$ cat config.mk
export PLATFORM = sky130hd
export DESIGN_NAME = pwm_channel_scheduler
export DESIGN_NICKNAME = d
export VERILOG_FILES = /design/src/rtl/led_sched_pkg.sv /design/src/rtl/rr_next_channel.sv /design/src/rtl/pwm_channel_scheduler.sv
export SDC_FILE = /design/constraint.sdc
export NUM_CORES = 1
export LEC_CHECK = 0
export ABC_CLOCK_PERIOD_IN_PS = 1900
export CELL_PAD_IN_SITES_DETAIL_PLACEMENT = 2
export CELL_PAD_IN_SITES_GLOBAL_PLACEMENT = 2
export CORE_AREA = 2 2 85 128
export DETAILED_ROUTE_END_ITERATION = 16
export DIE_AREA = 0 0 87 130
export DONT_BUFFER_PORTS = 1
export PLACE_DENSITY_LB_ADDON = 0.08
export SYNTH_ARGS = -nofsm -noshare
export SYNTH_HDL_FRONTEND = slang
export SYNTH_SLANG_ARGS = --single-unit
$ cat constraint.sdc
create_clock -name clk -period 1.9 [get_ports clk]
set_input_delay 0.19 -clock clk [delete_from_list [all_inputs] [get_ports clk]]
set_output_delay 0.19 -clock clk [all_outputs]
set_load 0.02 [all_outputs]
$ cat src/rtl/led_sched_pkg.sv
// Shared types for the LED PWM channel scheduler: channel index, duty word
// and the scheduler state encoding.
package led_sched_pkg;

    localparam int NUM_CH_MAX = 8;
    localparam int CH_W       = $clog2(NUM_CH_MAX);
    localparam int DUTY_W_DEF = 16;

    typedef logic [CH_W-1:0]       ch_idx_t;
    typedef logic [DUTY_W_DEF-1:0] duty_t;

    typedef enum logic {
        IDLE = 1'b0,
        RUN  = 1'b1
    } sched_state_e;

endpackage

$ cat src/rtl/rr_next_channel.sv
// Round-robin search: first set bit of the mask strictly after the pointer,
// wrapping around, with the pointer itself considered last.
module rr_next_channel
    import led_sched_pkg::*;
#(
    parameter int NUM_CH = 3
)
(
    input  ch_idx_t           ptr_i,
    input  logic [NUM_CH-1:0] mask_i,
    output ch_idx_t           next_o,
    output logic              found_o
);

    // Scan from the farthest offset down to the nearest so the closest enabled channel wins.
    always_comb begin
        next_o  = '0;
        found_o = 1'b0;
        for (int k = NUM_CH; k >= 1; k--) begin
            if (mask_i[(int'(ptr_i) + k) % NUM_CH]) begin
                next_o  = ch_idx_t'((int'(ptr_i) + k) % NUM_CH);
                found_o = 1'b1;
            end
        end
    end

endmodule

$ cat src/rtl/pwm_channel_scheduler.sv
// Shares one PWM generator across NUM_CH LED channels: stores per-channel
// duties, rotates over enabled channels at period boundaries, loads the
// generator and steers its output bit into the active channel.
module pwm_channel_scheduler
    import led_sched_pkg::*;
#(
    parameter int NUM_CH        = 3,
    parameter int DUTY_W        = 16,
    parameter int DWELL_PERIODS = 1,
    parameter int HOLD_INACTIVE = 1,
    parameter int ACTIVE_LOW    = 1
)
(
    input  logic                      clk,
    input  logic                      reset,
    input  logic                      wr_valid_i,
    output logic                      wr_ready_o,
    input  logic [$clog2(NUM_CH)-1:0] wr_ch_i,
    input  logic [DUTY_W-1:0]         wr_duty_i,
    input  logic [NUM_CH-1:0]         en_i,
    input  logic                      period_end_i,
    input  logic                      pwm_i,
    output logic                      update_o,
    output logic [DUTY_W-1:0]         duty_o,
    output logic [$clog2(NUM_CH)-1:0] active_ch_o,
    output logic                      active_vld_o,
    output logic                      wr_err_o,
    output logic [NUM_CH-1:0]         led_o
);

    localparam int AW = $clog2(NUM_CH);

    sched_state_e      state_q, state_d;
    logic [7:0]        dwell_q;
    logic [7:0]        dwell_inc;
    logic              boundary;
    logic [DUTY_W-1:0] duty_mem [NUM_CH];
    logic [AW-1:0]     active_ch_q;
    logic              active_vld_q;
    logic              update_q;
    logic [DUTY_W-1:0] duty_out_q;
    logic              err_q;
    logic [NUM_CH-1:0] ch_state_q;
    ch_idx_t           rr_next;
    logic              rr_found;
    logic [AW-1:0]     next_ch;
    logic              wr_accept;
    logic              unused_rr_bits;

    assign wr_ready_o     = !reset;
    assign wr_accept      = wr_valid_i && wr_ready_o;
    assign next_ch        = rr_next[AW-1:0];
    assign unused_rr_bits = ^rr_next;

    rr_next_channel #(
        .NUM_CH (NUM_CH)
    ) u_rr_next (
        .ptr_i   (ch_idx_t'(active_ch_q)),
        .mask_i  (en_i),
        .next_o  (rr_next),
        .found_o (rr_found)
    );

    // Scheduler state register.
    always_ff @(posedge clk) begin
        if (reset) state_q <= IDLE;
        else       state_q <= state_d;
    end

    // Next-state logic and boundary detection; the first period end out of IDLE always rotates.
    always_comb begin
        state_d   = state_q;
        dwell_inc = dwell_q + 8'd1;
        boundary  = 1'b0;
        if (period_end_i) begin
            state_d  = RUN;
            boundary = (state_q == IDLE) || (dwell_inc >= 8'(DWELL_PERIODS));
        end
    end

    // Dwell counting, channel selection and the one-cycle generator load.
    always_ff @(posedge clk) begin
        if (reset) begin
            dwell_q      <= '0;
            active_ch_q  <= AW'(NUM_CH - 1);
            active_vld_q <= 1'b0;
            update_q     <= 1'b0;
            duty_out_q   <= '0;
        end else begin
            update_q <= boundary;
            if (boundary) begin
                dwell_q <= '0;
                if (rr_found) begin
                    active_ch_q  <= next_ch;
                    active_vld_q <= 1'b1;
                    duty_out_q   <= duty_mem[next_ch];
                end else begin
                    active_vld_q <= 1'b0;
                    duty_out_q   <= '0;
                end
            end else if (period_end_i) begin
                dwell_q <= dwell_inc;
            end
        end
    end

    // Host duty writes; out-of-range channels are dropped and latch the sticky error.
    always_ff @(posedge clk) begin
        if (reset) begin
            for (int i = 0; i < NUM_CH; i++) duty_mem[i] <= '0;
            err_q <= 1'b0;
        end else if (wr_accept) begin
            if (int'(wr_ch_i) < NUM_CH) duty_mem[wr_ch_i] <= wr_duty_i;
            else                        err_q <= 1'b1;
        end
    end

    // Steer the generator bit into the active channel; a disabled active channel goes dark.
    always_ff @(posedge clk) begin
        if (reset) begin
            ch_state_q <= '0;
        end else begin
            for (int i = 0; i < NUM_CH; i++) begin
                if (!active_vld_q)                ch_state_q[i] <= 1'b0;
                else if (i == int'(active_ch_q))  ch_state_q[i] <= en_i[i] ? pwm_i : 1'b0;
                else if (HOLD_INACTIVE == 0)      ch_state_q[i] <= 1'b0;
            end
        end
    end

    assign update_o     = update_q;
    assign duty_o       = duty_out_q;
    assign active_ch_o  = active_ch_q;
    assign active_vld_o = active_vld_q;
    assign wr_err_o     = err_q;
    assign led_o        = (ACTIVE_LOW != 0) ? ~ch_state_q : ch_state_q;

endmodule

==> flow_metrics.py, run 1 <==
metrics = {
    "yosys": {
        "syn-num-nets": 364,
        "synth_top_area_share": 0.389,
        "ys_seq_elements": 81,
        "yosysWarnings": 0,
        "synth_area_leaders": "edfxtp_1 (39%), dfxtp_1 (18%), and2_1 (9.1%)",
        "ys_seq_area_frac": 0.567,
        "synth.most_common_cell": "and2_1",
        "synth_edf_count": 48,
        "synth_largest_area_cell": "edfxtp_1",
        "ys_types": 43,
        "syn-cell-area_um2": 3710,
        "synthFlopType": "edfxtp_1",
        "async_reset_ff_frac": 0,
        "syn_inst": 333,
        "avgSynthCellArea_um2": 11.1,
        "synth_common_cells": "and2_1 (54), edfxtp_1 (48), dfxtp_1 (33)",
    },
    "setup_path": {
        "worst_ep_required_time_ns": 2.17,
        "critical_path_class": "flip-flop to flip-flop",
        "arrival_ns": 2.35,
        "r2r_setup_slack_ns": -0.17,
        "cp-start-kind": "flip-flop",
        "crit_fanout": 8,
        "slowest_delay_ns": 0.36,
        "slowest_stage": "dfxtp_4",
        "worst_setup_path_end_kind": "flip-flop",
        "path_delay_family": "compound AO/OA/AOI/OAI gates",
        "cp_cell_sequence": "inv_2, ha_4, buf_4, o21ai_1, a21oi_1, o221ai_2, a211oi_4, clkbuf_16, a32o_1",
        "rr_startpoint": "active_ch_o[0]",
        "rr_endpoint": "duty_o[1]",
        "reg2reg_depth": 9,
        "worst-path-buf-inv": 3,
    },
    "clock_network": {
        "cts_buffers": 9,
        "path_clk_slew_ns": 0.06,
        "htree_levels": 3,
        "clkSinkCount": 81,
        "cts_tree": "built",
        "cts-root-buf": "clkbuf_16",
        "cts_max_path_buffers": 2,
        "clkLatencyLatePin_ns": 0.34,
    },
    "min_path": {
        "hold_depth": 2,
        "min_path_type": "input port to flip-flop",
        "hp-start": "period_end_i",
        "min_to": "dwell_q[1]",
    },
    "route": {
        "drt-initial-drc-count": 148,
        "post_drt_wl_per_cell_um": 27.1,
        "viasPerCell": 5.88,
        "firstDrtPassIters": 4,
        "vias": 2918,
        "drc": 0,
        "routed_wl_um": 13400,
        "final_antenna_net_count": 0,
    },
    "sta": {
        "worst_pin_slew_ns": 0.610,
        "setup_violations": 18,
        "finalWorstSetupSlack_ns": -0.174,
        "fmax_ghz": 0.482,
        "slew_headroom": 0.591,
        "finClkSkew_ns": 0.00658,
        "period_needed_ns": 2.07,
        "drv_slew": 0,
        "tns_ns": -2.15,
        "period_share": 1.09,
        "rsz0062_at_grt": "yes",
        "hold_viol_final": 0,
    },
    "pwr": {
        "leakage_nw": 1.75,
        "power_density_nw_per_um2": 1020,
        "irDropWorstVdd_uv": 426,
    },
    "floorplanning": {
        "ios": 51,
        "rows": 46,
        "initial_core_util": 0.360,
        "core_um2": 10300,
        "die-area_um2": 11300,
        "die_h_um": 130,
        "die_x_um": 87,
    },
    "grt": {
        "grtUsageMet1": 0.267,
        "grt_pass1_vias": 3268,
        "grt_max_degree": 20,
        "groute.usage.overall": 0.230,
        "grt-busiest-layer": "met2",
        "grt_util_met3": 0.0405,
        "grt_pass1_wl_um": 18900,
        "antenna_found_initial": 0,
        "grt-ovfl-total": 0,
        "use_met2": 0.418,
    },
    "cells_and_area": {
        "nets": 402,
        "drive_gt1_frac": 0.388,
        "antenna_cells": 0,
        "syn_to_final_growth_pct": 37.5,
    },
    "placed_design": {
        "place_hpwl_um": 7270,
        "numPortBuffers": 0,
        "place_congestion": 0.753,
        "place_ws_ns": -0.527,
    },
    "job": {
        "drv_cap": 0,
    },
    "run_status": {
        "status": "finished, violations left",
        "violations": "negative setup slack",
    },
}
==> how the worst max path moves through the flow <==
stage	slack [ns]	depth (start not counted)	end	startpoint
floorplan	-0.02	9	duty_o[11]	active_ch_o[1]
global placement	-0.50	6	duty_o[3]	dwell_q[0]
detailed placement	-0.53	6	duty_o[3]	dwell_q[1]
CTS	-0.09	11	duty_o[5]	active_ch_o[1]
global route	-0.23	9	duty_o[1]	active_ch_o[0]
finish	-0.17	9	duty_o[1]	active_ch_o[0]
==> routing by layer <==
metal	wire length (um)	part of all wire	up-vias
met4	227	0.017	0
met5	0	0	-
met1	5190	0.39	1530
met2	7520	0.56	53
met3	500	0.037	13
li1	-	-	1322
==> registers in the layout (all words and copies together) (netlist names) <==
name          cells
duty_o           16
state_q           1
update_o          1
dwell_q           8
active_ch_o       2
duty_mem         48
active_vld_o      1
wr_err_o          1
ch_state_q        3
==> cell type report <==
class	count	area, um2
timing repair buffer	44	532
fill	1002	5200
clock buffer	11	243
tap	120	150
multi-input combinational	225	1940
inverter	10	42.5
sequential	81	2110
clock inverter	5	80.1
==> cell families after synthesis <==
logic type / after synthesis / share of synthesized area
and+or+nand+nor: 128 / 0.205
AOI/OAI and AO/OA: 86 / 0.164
DFF: 81 / 0.567
buffers and inverters: 31 / 0.0418
adders and majority gates: 5 / 0.0169
muxes: 2 / 0.00540
==> worst reg2reg max path, cell delays in order, from the launching register on <==
cell	delay (ns)
dfxtp_4	0.36
inv_2	0.05
ha_4	0.27
buf_4	0.13
o21ai_1	0.09
a21oi_1	0.21
o221ai_2	0.18
a211oi_4	0.36
clkbuf_16	0.23
a32o_1	0.13
==> what timing repair did <==
item / CTS / global route
gates resized for setup: 56 / 56
gates cloned: 5 / 3
setup buffers: 9 / 2
hold buffers: 2 / 0
hold endpoints to repair: 6 / 0
pin swaps: 36 / 31
endpoints found under the setup margin: 20 / 23
==> report_power, final <==
group / internal (W) / leakage [nW] / switching (W)
sequential: 0.00199 / 0.736 / 0.000143
clock: 0.00119 / 0.153 / 0.000698
combinational: 0.000531 / 0.863 / 0.000629
total: 0.00371 / 1.75 / 0.00147
==> cell usage in the layout (no fill, tap or decap), types with 3 or more instances in the layout <==
| cell | instances |
|---|---|
| buf_6 | 9 |
| nor3_1 | 3 |
| o21ai_1 | 11 |
| a32o_1 | 16 |
| o21ai_0 | 8 |
| a21oi_4 | 3 |
| and2_4 | 4 |
| buf_4 | 21 |
| nand2b_1 | 4 |
| nor2b_1 | 4 |
| a31oi_2 | 7 |
| a211oi_4 | 3 |
| buf_12 | 10 |
| edfxtp_1 | 48 |
| or2_2 | 3 |
| ha_4 | 4 |
| a31oi_1 | 7 |
| nand3_2 | 15 |
| a211oi_2 | 13 |
| nand3_1 | 9 |
| a21oi_1 | 4 |
| inv_1 | 5 |
| nor2_1 | 9 |
| nand2_1 | 6 |
| clkbuf_16 | 10 |
| dfxtp_2 | 3 |
| and2_1 | 53 |
| a31oi_4 | 3 |
| dfxtp_1 | 28 |
==> metrics by stage <==
| stage | power (W) | std cells | hold WS, ns | utilization | area (um2) |
|---|---|---|---|---|---|
| floorplan | 0.00259 | 333 | 0.347 | - | 3780 |
| global placement | 0.00286 | 462 | 0.261 | 0.396 | 4080 |
| detailed placement | 0.00288 | 462 | 0.263 | 0.396 | 4080 |
| CTS | 0.00512 | 493 | 0.00281 | 0.474 | 4890 |
| global route | 0.00535 | 496 | 0.0271 | 0.495 | 5100 |
| finish | 0.00518 | 496 | 0.0187 | 0.495 | 5100 |
(Power assumes the default switching activity.)
==> run 2, diff against run 1 <==
--- a/config.mk
+++ b/config.mk
@@ -7,8 +7,8 @@
 export LEC_CHECK = 0
-export ABC_CLOCK_PERIOD_IN_PS = 1900
+export ABC_CLOCK_PERIOD_IN_PS = 2150
 export CELL_PAD_IN_SITES_DETAIL_PLACEMENT = 2
 export CELL_PAD_IN_SITES_GLOBAL_PLACEMENT = 2
-export CORE_AREA = 2 2 85 128
+export CORE_AREA = 2 2 72 142
 export DETAILED_ROUTE_END_ITERATION = 16
-export DIE_AREA = 0 0 87 130
+export DIE_AREA = 0 0 74 144
 export DONT_BUFFER_PORTS = 1
==> constraint.sdc (replaced) <==
create_clock -name clk -period 2.15 [get_ports clk]
set_input_delay 0.43 -clock clk [delete_from_list [all_inputs] [get_ports clk]]
set_output_delay 0.43 -clock clk [all_outputs]
set_load 0.02 [all_outputs]
==> flow_metrics.py, run 2 (synthesis results as in run 1) <==
metrics = {
    "placed_design": {
        "placed_area_um2": 4060,
        "place_inst": 477,
        "numPortBuffers": 0,
        "place_congestion": 0.781,
        "place_hpwl_um": 8270,
        "place_ws_ns": -0.104,
    },
    "clock_network": {
        "htree_levels": 3,
        "clkSinkCount": 81,
        "cts_buffers": 9,
        "cts_tree": "built",
        "cts_max_path_buffers": 2,
        "path_clk_slew_ns": 0.06,
        "clkLatencyLatePin_ns": 0.33,
        "cts-root-buf": "clkbuf_16",
        "ctsHoldBuffers": 0,
    },
    "min_path": {
        "hp-start": "reset",
        "min_to": "dwell_q[1]",
        "hold_depth": 1,
        "min_path_type": "input port to flip-flop",
    },
    "cells_and_area": {
        "final_cell_mix": "and2_1 (54), edfxtp_1 (48), dfxtp_1 (32), buf_4 (30), nand3_1 (23)",
        "nFillCells": 996,
        "stdcell_count": 494,
        "largest_register_ffs": 48,
        "top_register": "duty_mem",
        "nets": 388,
        "syn_to_final_growth_pct": 19.0,
        "fin_area_um2": 4420,
        "drive_gt1_frac": 0.202,
        "antenna_cells": 0,
        "final_common_cell": "and2_1",
    },
    "grt": {
        "antenna_found_initial": 0,
        "grt_pass1_wl_um": 17400,
        "grt_max_degree": 18,
        "grt-ovfl-total": 0,
        "groute.usage.overall": 0.229,
        "grt_pass1_vias": 3058,
    },
    "route": {
        "firstDrtPassIters": 4,
        "final_antenna_net_count": 0,
        "viasPerCell": 5.54,
        "drc": 0,
        "drt-initial-drc-count": 91,
        "post_drt_wl_per_cell_um": 23.0,
        "vias": 2739,
        "routed_wl_um": 11400,
    },
    "job": {
        "drv_cap": 0,
    },
    "setup_path": {
        "cp-start-kind": "flip-flop",
        "rr_endpoint": "duty_o[1]",
        "arrival_ns": 2.31,
        "cp_cell_sequence": "ha_1, nand2_1, or4_1, nand4_4, a211oi_2, buf_4, a32o_1",
        "r2r_setup_slack_ns": 0.06,
        "worst-path-buf-inv": 1,
        "cp-startpoint": "dwell_q[0]",
        "path_delay_family": "simple AND/OR/NAND/NOR gates",
        "critical_path_class": "flip-flop to flip-flop",
        "worst_setup_path_end_kind": "flip-flop",
        "worst_ep_required_time_ns": 2.38,
        "crit_fanout": 9,
        "rr_startpoint": "dwell_q[0]",
        "slowest_stage": "or4_1",
        "reg2reg_depth": 7,
        "slowest_delay_ns": 0.59,
    },
    "sta": {
        "period_needed_ns": 2.09,
        "drv_slew": 0,
        "finalHoldWorstSlack_ns": 0.154,
        "worst_pin_slew_ns": 0.490,
        "period_share": 0.970,
        "fmax_ghz": 0.479,
        "finClkSkew_ns": 0.00576,
        "slew_headroom": 0.673,
        "finalWorstSetupSlack_ns": 0.0639,
        "hold_viol_final": 0,
        "setup_violations": 0,
    },
    "pwr": {
        "power_density_nw_per_um2": 909,
        "total_power_w": 0.00402,
        "leakage_nw": 1.55,
        "irDropWorstVdd_uv": 408,
    },
    "run_status": {
        "status": "finished clean",
    },
    "floorplanning": {
        "core_um2": 9640,
        "rows": 51,
        "initial_core_util": 0.385,
        "die-area_um2": 10700,
        "die_x_um": 74,
        "die_h_um": 144,
        "ios": 51,
    },
}
==> run 2: changes by cell type in the layout (fill, tap and decap cells not counted), moves of 8 or more <==
cell,change
nand3_1,+14
nand3_2,-14
a211oi_1,+12
o21ai_0,+11
a31oi_1,+10
a211oi_2,-9
buf_4,+9
o21ai_1,-9
buf_6,-8
==> run 2: worst max path at each step <==
| stage | endpoint | slack [ns] | cells after the start |
|---|---|---|---|
| 2_1_floorplan | duty_o[3] | 0.04 | 9 |
| 3_3_place_gp | duty_o[3] | -0.06 | 8 |
| 3_5_place_dp | duty_o[3] | -0.10 | 8 |
| 4_1_cts | duty_o[3] | 0.01 | 10 |
| 5_1_grt | duty_o[6] | -0.004 | 7 |
| 6_report | duty_o[1] | 0.06 | 7 |
==> run 2: area by class of cell <==
cell class	instances	area [um2]	area share
timing repair buffer	34	297	0.0672
multi-input combinational	221	1540	0.348
clock inverter	3	15.0	0.00340
sequential	81	2100	0.476
tap	132	165	0.0374
clock buffer	13	260	0.0589
inverter	10	37.5	0.00850
==> run 2: metal layers <==
metal	up-vias	global-route usage	routed length [um]
met1	1374	0.232	4020
met3	20	0.0481	383
met2	58	0.423	6470
met5	-	0	0
met4	0	0.117	517
li1	1287	-	-
==> run 2: power breakdown <==
| group | switching (W) | leakage (nW) | internal, W |
|---|---|---|---|
| Combinational | 0.000390 | 0.677 | 0.000311 |
| Sequential | 0.000121 | 0.734 | 0.00176 |
| Clock | 0.000593 | 0.138 | 0.000841 |
==> run 2: repair_timing <==
item	in CTS	in global routing
setup buffers	0	1
gates resized for setup	4	13
pin swaps	0	4
endpoints found under the setup margin	11	16
cloned	0	0
==> run 2: through the flow <==
step            util   TNS, ns
2_1_floorplan      -         0
3_3_place_gp   0.422   -0.0625
3_5_place_dp   0.422    -0.170
4_1_cts        0.451         0
5_1_grt        0.458  -0.00634
6_report       0.458         0
==> run 3, diff against run 2 <==
ABC_CLOCK_PERIOD_IN_PS = default   (was 2150)
==> results of run 3 <==
Same layout as run 2: the final DEF is identical, and so are final timing and power.
